$ cat src/rtl/i2c_target_regfile.sv
// I2C target (responder) with a 2**PTR_WIDTH byte register file and an auto-incrementing pointer.
// SCL/SDA are oversampled on clk_i; every bus decision uses the synchronized copies.
module i2c_target_regfile #(
  parameter logic [6:0] SLAVE_ADDR = 7'h22,
  parameter int         DATA_WIDTH = 8,
  parameter int         PTR_WIDTH  = 4
) (
  input  logic                  clk_i,
  input  logic                  rst_i,
  input  logic                  scl_i,
  input  logic                  sda_i,
  output logic                  sda_o,
  output logic                  busy_o,
  output logic                  wr_valid_o,
  output logic [PTR_WIDTH-1:0]  wr_index_o,
  output logic [DATA_WIDTH-1:0] wr_data_o
);

  typedef enum logic [3:0] {
    ST_IDLE     = 4'd0,
    ST_ADDR     = 4'd1,
    ST_ADDR_ACK = 4'd2,
    ST_WR_PTR   = 4'd3,
    ST_WR_DATA  = 4'd4,
    ST_WR_ACK   = 4'd5,
    ST_RD_DATA  = 4'd6,
    ST_RD_ACK   = 4'd7,
    ST_IGNORE   = 4'd8
  } state_t;

  localparam int                   REG_COUNT = 1 << PTR_WIDTH;
  localparam logic [PTR_WIDTH-1:0] PTR_ONE   = {{(PTR_WIDTH-1){1'b0}}, 1'b1};

  logic scl_s1_r, scl_s2_r, scl_h_r;
  logic sda_s1_r, sda_s2_r, sda_h_r;
  logic scl_rise_s, scl_fall_s, start_s, stop_s;

  state_t                state_r, next_state_s;
  logic [2:0]            bit_cnt_r, bit_cnt_nxt_s;
  logic [DATA_WIDTH-1:0] shift_r, shift_nxt_s;
  logic [PTR_WIDTH-1:0]  ptr_r, ptr_nxt_s;
  logic                  phase_r, phase_nxt_s;
  logic                  rw_r, rw_nxt_s;
  logic                  sda_r, sda_nxt_s;
  logic                  busy_r, busy_nxt_s;
  logic                  commit_s;
  logic                  last_bit_s, addr_match_s;
  logic [DATA_WIDTH-1:0] byte_s, rd_byte_s;

  logic [DATA_WIDTH-1:0] regs_r [REG_COUNT];
  logic                  wr_valid_r;
  logic [PTR_WIDTH-1:0]  wr_index_r;
  logic [DATA_WIDTH-1:0] wr_data_r;

  // Two-flop synchronizers plus a history flop; reset to the idle-bus level
  always_ff @(posedge clk_i) begin
    if (rst_i) begin
      {scl_s1_r, scl_s2_r, scl_h_r} <= 3'b111;
      {sda_s1_r, sda_s2_r, sda_h_r} <= 3'b111;
    end else begin
      {scl_s1_r, scl_s2_r, scl_h_r} <= {scl_i, scl_s1_r, scl_s2_r};
      {sda_s1_r, sda_s2_r, sda_h_r} <= {sda_i, sda_s1_r, sda_s2_r};
    end
  end

  assign scl_rise_s   = scl_s2_r & ~scl_h_r;
  assign scl_fall_s   = ~scl_s2_r & scl_h_r;
  assign start_s      = scl_s2_r & scl_h_r & sda_h_r & ~sda_s2_r;
  assign stop_s       = scl_s2_r & scl_h_r & ~sda_h_r & sda_s2_r;
  assign last_bit_s   = (bit_cnt_r == 3'd7);
  assign byte_s       = {shift_r[DATA_WIDTH-2:0], sda_s2_r};
  assign addr_match_s = (shift_r[6:0] == SLAVE_ADDR);
  assign rd_byte_s    = regs_r[ptr_r];
  // A data byte commits on its 8th sampled bit, independent of START/STOP priority
  assign commit_s     = (state_r == ST_WR_DATA) && scl_rise_s && last_bit_s;

  // FSM state register
  always_ff @(posedge clk_i) begin
    if (rst_i) begin
      state_r <= ST_IDLE;
    end else begin
      state_r <= next_state_s;
    end
  end

  // FSM next-state logic; bus conditions override bit processing
  always_comb begin
    next_state_s = state_r;
    if (start_s) begin
      next_state_s = ST_ADDR;
    end else if (stop_s) begin
      next_state_s = ST_IDLE;
    end else begin
      case (state_r)
        ST_IDLE: next_state_s = ST_IDLE;
        ST_ADDR: begin
          if (scl_rise_s && last_bit_s) begin
            next_state_s = addr_match_s ? ST_ADDR_ACK : ST_IGNORE;
          end else begin
            next_state_s = ST_ADDR;
          end
        end
        ST_ADDR_ACK: begin
          if (scl_fall_s && phase_r) begin
            next_state_s = rw_r ? ST_RD_DATA : ST_WR_PTR;
          end else begin
            next_state_s = ST_ADDR_ACK;
          end
        end
        ST_WR_PTR, ST_WR_DATA: begin
          if (scl_rise_s && last_bit_s) begin
            next_state_s = ST_WR_ACK;
          end else begin
            next_state_s = state_r;
          end
        end
        ST_WR_ACK: begin
          if (scl_fall_s && phase_r) begin
            next_state_s = ST_WR_DATA;
          end else begin
            next_state_s = ST_WR_ACK;
          end
        end
        ST_RD_DATA: begin
          if (scl_rise_s && last_bit_s) begin
            next_state_s = ST_RD_ACK;
          end else begin
            next_state_s = ST_RD_DATA;
          end
        end
        ST_RD_ACK: begin
          if (scl_rise_s && !phase_r && sda_s2_r) begin
            next_state_s = ST_IGNORE;
          end else if (scl_fall_s && phase_r) begin
            next_state_s = ST_RD_DATA;
          end else begin
            next_state_s = ST_RD_ACK;
          end
        end
        ST_IGNORE: next_state_s = ST_IGNORE;
        default:   next_state_s = ST_IDLE;
      endcase
    end
  end

  // FSM output / datapath logic: next values of counter, shifter, pointer and SDA drive.
  // phase_r marks the second half of an ACK slot (ACK driven, or master ACK seen on reads).
  always_comb begin
    bit_cnt_nxt_s = bit_cnt_r;
    shift_nxt_s   = shift_r;
    ptr_nxt_s     = ptr_r;
    phase_nxt_s   = phase_r;
    rw_nxt_s      = rw_r;
    sda_nxt_s     = sda_r;
    busy_nxt_s    = busy_r;
    if (start_s) begin
      bit_cnt_nxt_s = 3'd0;
      phase_nxt_s   = 1'b0;
      sda_nxt_s     = 1'b1;
    end else if (stop_s) begin
      bit_cnt_nxt_s = 3'd0;
      phase_nxt_s   = 1'b0;
      sda_nxt_s     = 1'b1;
      busy_nxt_s    = 1'b0;
    end else begin
      case (state_r)
        ST_ADDR: begin
          if (scl_rise_s) begin
            shift_nxt_s   = byte_s;
            bit_cnt_nxt_s = bit_cnt_r + 3'd1;
            if (last_bit_s) begin
              rw_nxt_s    = sda_s2_r;
              phase_nxt_s = 1'b0;
              busy_nxt_s  = addr_match_s;
            end else begin
              rw_nxt_s = rw_r;
            end
          end else begin
            shift_nxt_s = shift_r;
          end
        end
        ST_ADDR_ACK, ST_WR_ACK: begin
          if (scl_fall_s && !phase_r) begin
            sda_nxt_s   = 1'b0;
            phase_nxt_s = 1'b1;
          end else if (scl_fall_s) begin
            phase_nxt_s   = 1'b0;
            bit_cnt_nxt_s = 3'd0;
            if ((state_r == ST_ADDR_ACK) && rw_r) begin
              sda_nxt_s   = rd_byte_s[DATA_WIDTH-1];
              shift_nxt_s = {rd_byte_s[DATA_WIDTH-2:0], 1'b0};
            end else begin
              sda_nxt_s = 1'b1;
            end
          end else begin
            phase_nxt_s = phase_r;
          end
        end
        ST_WR_PTR, ST_WR_DATA: begin
          if (scl_rise_s) begin
            shift_nxt_s   = byte_s;
            bit_cnt_nxt_s = bit_cnt_r + 3'd1;
            if (last_bit_s && (state_r == ST_WR_PTR)) begin
              ptr_nxt_s = byte_s[PTR_WIDTH-1:0];
            end else begin
              ptr_nxt_s = ptr_r;
            end
          end else begin
            shift_nxt_s = shift_r;
          end
        end
        ST_RD_DATA: begin
          if (scl_rise_s) begin
            bit_cnt_nxt_s = bit_cnt_r + 3'd1;
            phase_nxt_s   = 1'b0;
          end else if (scl_fall_s) begin
            sda_nxt_s   = shift_r[DATA_WIDTH-1];
            shift_nxt_s = {shift_r[DATA_WIDTH-2:0], 1'b0};
          end else begin
            sda_nxt_s = sda_r;
          end
        end
        ST_RD_ACK: begin
          if (scl_fall_s && !phase_r) begin
            sda_nxt_s = 1'b1;
          end else if (scl_fall_s) begin
            phase_nxt_s   = 1'b0;
            bit_cnt_nxt_s = 3'd0;
            sda_nxt_s     = rd_byte_s[DATA_WIDTH-1];
            shift_nxt_s   = {rd_byte_s[DATA_WIDTH-2:0], 1'b0};
          end else if (scl_rise_s && !phase_r && !sda_s2_r) begin
            phase_nxt_s = 1'b1;
            ptr_nxt_s   = ptr_r + PTR_ONE;
          end else begin
            phase_nxt_s = phase_r;
          end
        end
        ST_IGNORE: sda_nxt_s = 1'b1;
        ST_IDLE:   sda_nxt_s = 1'b1;
        default:   sda_nxt_s = 1'b1;
      endcase
    end
    if (commit_s) begin
      ptr_nxt_s = ptr_r + PTR_ONE;
    end else begin
      ptr_nxt_s = ptr_nxt_s;
    end
  end

  // Datapath and SDA/busy registers
  always_ff @(posedge clk_i) begin
    if (rst_i) begin
      bit_cnt_r <= 3'd0;
      shift_r   <= '0;
      ptr_r     <= '0;
      phase_r   <= 1'b0;
      rw_r      <= 1'b0;
      sda_r     <= 1'b1;
      busy_r    <= 1'b0;
    end else begin
      bit_cnt_r <= bit_cnt_nxt_s;
      shift_r   <= shift_nxt_s;
      ptr_r     <= ptr_nxt_s;
      phase_r   <= phase_nxt_s;
      rw_r      <= rw_nxt_s;
      sda_r     <= sda_nxt_s;
      busy_r    <= busy_nxt_s;
    end
  end

  // Register file and write-notification outputs
  always_ff @(posedge clk_i) begin
    if (rst_i) begin
      for (int i = 0; i < REG_COUNT; i++) begin
        regs_r[i] <= '0;
      end
      wr_valid_r <= 1'b0;
      wr_index_r <= '0;
      wr_data_r  <= '0;
    end else begin
      wr_valid_r <= commit_s;
      if (commit_s) begin
        regs_r[ptr_r] <= byte_s;
        wr_index_r    <= ptr_r;
        wr_data_r     <= byte_s;
      end else begin
        wr_index_r <= wr_index_r;
        wr_data_r  <= wr_data_r;
      end
    end
  end

  assign sda_o      = sda_r;
  assign busy_o     = busy_r;
  assign wr_valid_o = wr_valid_r;
  assign wr_index_o = wr_index_r;
  assign wr_data_o  = wr_data_r;

endmodule

$ cat config.mk
export PLATFORM = sky130hd
export DESIGN_NAME = i2c_target_regfile
export DESIGN_NICKNAME = d
export VERILOG_FILES = /design/src/rtl/i2c_target_regfile.sv
export SDC_FILE = /design/constraint.sdc
export NUM_CORES = 1
export LEC_CHECK = 0
export ABC_AREA = 1
export ABC_CLOCK_PERIOD_IN_PS = 2600
export CAP_MARGIN = 20
export CELL_PAD_IN_SITES_DETAIL_PLACEMENT = 1
export CELL_PAD_IN_SITES_GLOBAL_PLACEMENT = 1
export CORE_MARGIN = 4
export CORE_UTILIZATION = 48
export DETAILED_ROUTE_END_ITERATION = 12
export GPL_TIMING_DRIVEN = 0
export MAX_ROUTING_LAYER = met4
export PLACE_DENSITY = 0.9
export SETUP_SLACK_MARGIN = 0.4
export SLEW_MARGIN = 20
export SYNTH_ARGS = -nofsm -noshare
export SYNTH_HDL_FRONTEND = slang
export SYNTH_SLANG_ARGS = --single-unit
export TNS_END_PERCENT = 1
$ cat constraint.sdc
create_clock -name clk_i -period 2.6 [get_ports clk_i]
set_input_delay 0.65 -clock clk_i [delete_from_list [all_inputs] [get_ports clk_i]]
set_output_delay 0.65 -clock clk_i [all_outputs]
set_load 0.005 [all_outputs]
==> qor.yml <==
clock_network:
  cts_tree: "done"
  htree_levels: 4
  holdBufCountCts: 0
  insertion_delay_ns: 0.44
  cts.clk_slew.worst_paths_ns: 0.07
  cts_made_buffers: 17
  post-cts-setup-buffers: 0
  cts-root-buf: "clkbuf_16"
  clock_tree.buffer_depth: 2
  cts.sinks: 174
worst_setup_path:
  reg2reg_from: "sda_s2_r"
  max_stage_delay_ns: 0.61
  crit_chain: "inv_1 -> clkbuf_1 -> clkbuf_1 -> nor2_1"
  critical_path_class: "reg2reg"
  worstPathArrival_ns: 2.35
  slowest_stage: "clkbuf_1"
  cp.required_ns: 2.77
  crit_path_start_kind: "register"
  path_common_cell: "clkbuf_1"
  cp-startpoint: "sda_s2_r"
  crit_path_end_kind: "register"
  critPathBufInv: 3
  critPathMaxFanout: 10
  crit_family: "buffers and inverters"
detailed_routing:
  via_per_inst: 5.859
  drtIter0Drc: 948
  via_count: 7060
  drc: 0
  ant_nets: 0
  firstDrtPassIters: 5
  wl_per_cell_um: 22.58
  finalWirelength_um: 27210
yosys:
  synth_most_common_cell: "nand2_1"
  synth-edff-count: 128
  netlist_instances: 935
  synth_commonest_cells: "nand2_1 (217), nor2_1 (210), edfxtp_1 (128)"
  ys_types: 32
  muxShareOfSynthArea_pct: 0
  synthTopCellsByArea: "edfxtp_1 (47%), dfxtp_1 (11%), nand2_1 (9.9%)"
  syn-mean-instance-area_um2: 8.778
  ys_seq_area_share_pct: 58.05
  synth_top_family_by_area: "simple AND/OR/NAND/NOR gates"
  synthesis.nets: 945
  ys_seq_elements: 174
  synth-compound-area-share_pct: 6.098
  netlist_area_um2: 8208
  ys.flop_type: "edfxtp_1"
  synthArstFlopShare_pct: 0
  yosys_warnings: 0
  synth_largest_area_cell: "edfxtp_1"
  synthXorXnorAreaFrac_pct: 0.2134
  synthAdderAreaFrac_pct: 0.9146
  synthSimpleGateAreaFrac_pct: 30.09
  synth_top_area_share_pct: 46.83
grt:
  antenna_found_initial: 0
  grt_max_degree: 17
  grt_overflow: 0
  track_usage_pct: 29.40
  grt_pass1_wl_um: 41810
  grt_pass1_vias: 7203
sta:
  post-route-period-util_pct: 84.10
  rsz0062_at_grt: "true"
  finalCriticalPeriod_ns: 2.187
  finalClockSkew_ns: 0.007606
  finalHoldViolations: 0
  fin_ws_ns: 0.4133
  drv_slew: 0
  worst_slew_pin_slew_ns: 1.066
  setup_viol: 0
  slew_headroom_pct: 28.65
  fmax_ghz: 0.4573
  hold_ws_ns: 0.4116
place:
  dp_hpwl_um: 19090
  place_ws_ns: -0.3165
  portBuffers: 18
  placed_cell_area_um2: 8663
  globalplace.congestion: 1.066
hold_path:
  min_from: "sda_s1_r"
  min_path_type: "reg2reg"
pwr:
  p_leak_nw: 3.822
  p_per_area_nw_per_um2: 608.6
  ir_worst_vdd_mv: 0.4673
layout:
  nets: 982
  stdcell_area_um2: 9335
  syn_to_final_growth_pct: 13.73
  drive_gt1_share_pct: 10.46
  fill_cells: 1962
  antenna_cells: 0
  ff_latch_area_um2: 4765
  multi_input_area_um2: 3201
die:
  rows: 47
  placeableCoreArea_um2: 16640
  initial_core_util_pct: 49.32
  ios: 19
  die_h_um: 138.8
  chipWidth_um: 138.8
  dieArea_um2: 19260
flow_run:
  drv_cap: 0
run_status:
  status: "finished, final reports clean"
[cells in the final DEF, fill, tap and decap left out, types with 17 or more instances in the layout]
cell             instances
a21oi_1                 40
clkbuf_1                23
clkbuf_16               17
clkdlybuf4s50_1         18
dfxtp_1                 46
edfxtp_1               128
inv_1                   45
nand2_1                201
nand2_4                 30
nand3_1                 83
nor2_1                 210
o21ai_0                 52
[worst paths after layout]
check                  to  cells past startpoint  slack [ns]
max          regs_r[8][0]                      4        0.41
min              sda_s2_r                      1        0.41
max reg2reg  regs_r[8][0]                      4        0.41
min reg2reg      sda_s2_r                      1        0.41
[through the flow]
stage	power [mW]	setup TNS [ns]	instances	utilization, %
floorplan	3.261	0	935	-
global placement	3.338	-23.04	1173	52.06
detailed placement	3.357	-31.27	1173	52.06
CTS	5.672	0	1205	55.68
global route	5.829	0	1205	56.09
finish	5.681	0	1205	56.09
[flip-flops by register name, indices dropped and copies added (netlist names), named ones only]
register and count:
scl_s2_r 1, sda_s2_r 1, regs_r 128, rw_r 1
ptr_r 4, wr_data_o 8, state_r 4, sda_o 1
bit_cnt_r 3, phase_r 1, sda_h_r 1, wr_index_o 4
sda_s1_r 1, wr_valid_o 1, busy_o 1, shift_r 8
scl_s1_r 1, scl_h_r 1
[report_power, final]
group	switching (mW)	internal, mW
combinational	0.188	0.0610
sequential	0.0307	3.04
clock	1.13	1.23
[routing by layer]
layer / routed length, µm / vias up / track usage [%]
met4: 642 / 0 / 9.114
met3: 2316 / 53 / 5.448
met1: 11220 / 3512 / 39.19
li1: - / 3153 / -
met2: 13030 / 342 / 46.13
met5: 0 / - / -
[area by class of cell]
class                           count  share of cell area [%]
Multi-Input combinational cell    663                   34.28
Clock buffer                       19                   4.637
Clock inverter                     13                  0.9918
Buffer                             39                   1.769
Tap cell                          220                   2.949
Sequential cell                   174                   51.04
Inverter                           59                   2.399
Timing Repair Buffer               18                   1.930
[cell families after synthesis]
| kind of cell | after synthesis |
|---|---|
| adders and majority gates | 6 |
| buffers and inverters | 98 |
| xor gates and xnor gates | 2 |
| AOI/OAI and AO/OA | 98 |
| DFF | 174 |
| and+or+nand+nor | 557 |
[what timing repair did]
action,in CTS,in global routing
pin swaps,1,1
gates resized for setup,25,17
endpoints found under the setup margin,128,137
No activity file was read; power rests on OpenSTA's default activity.
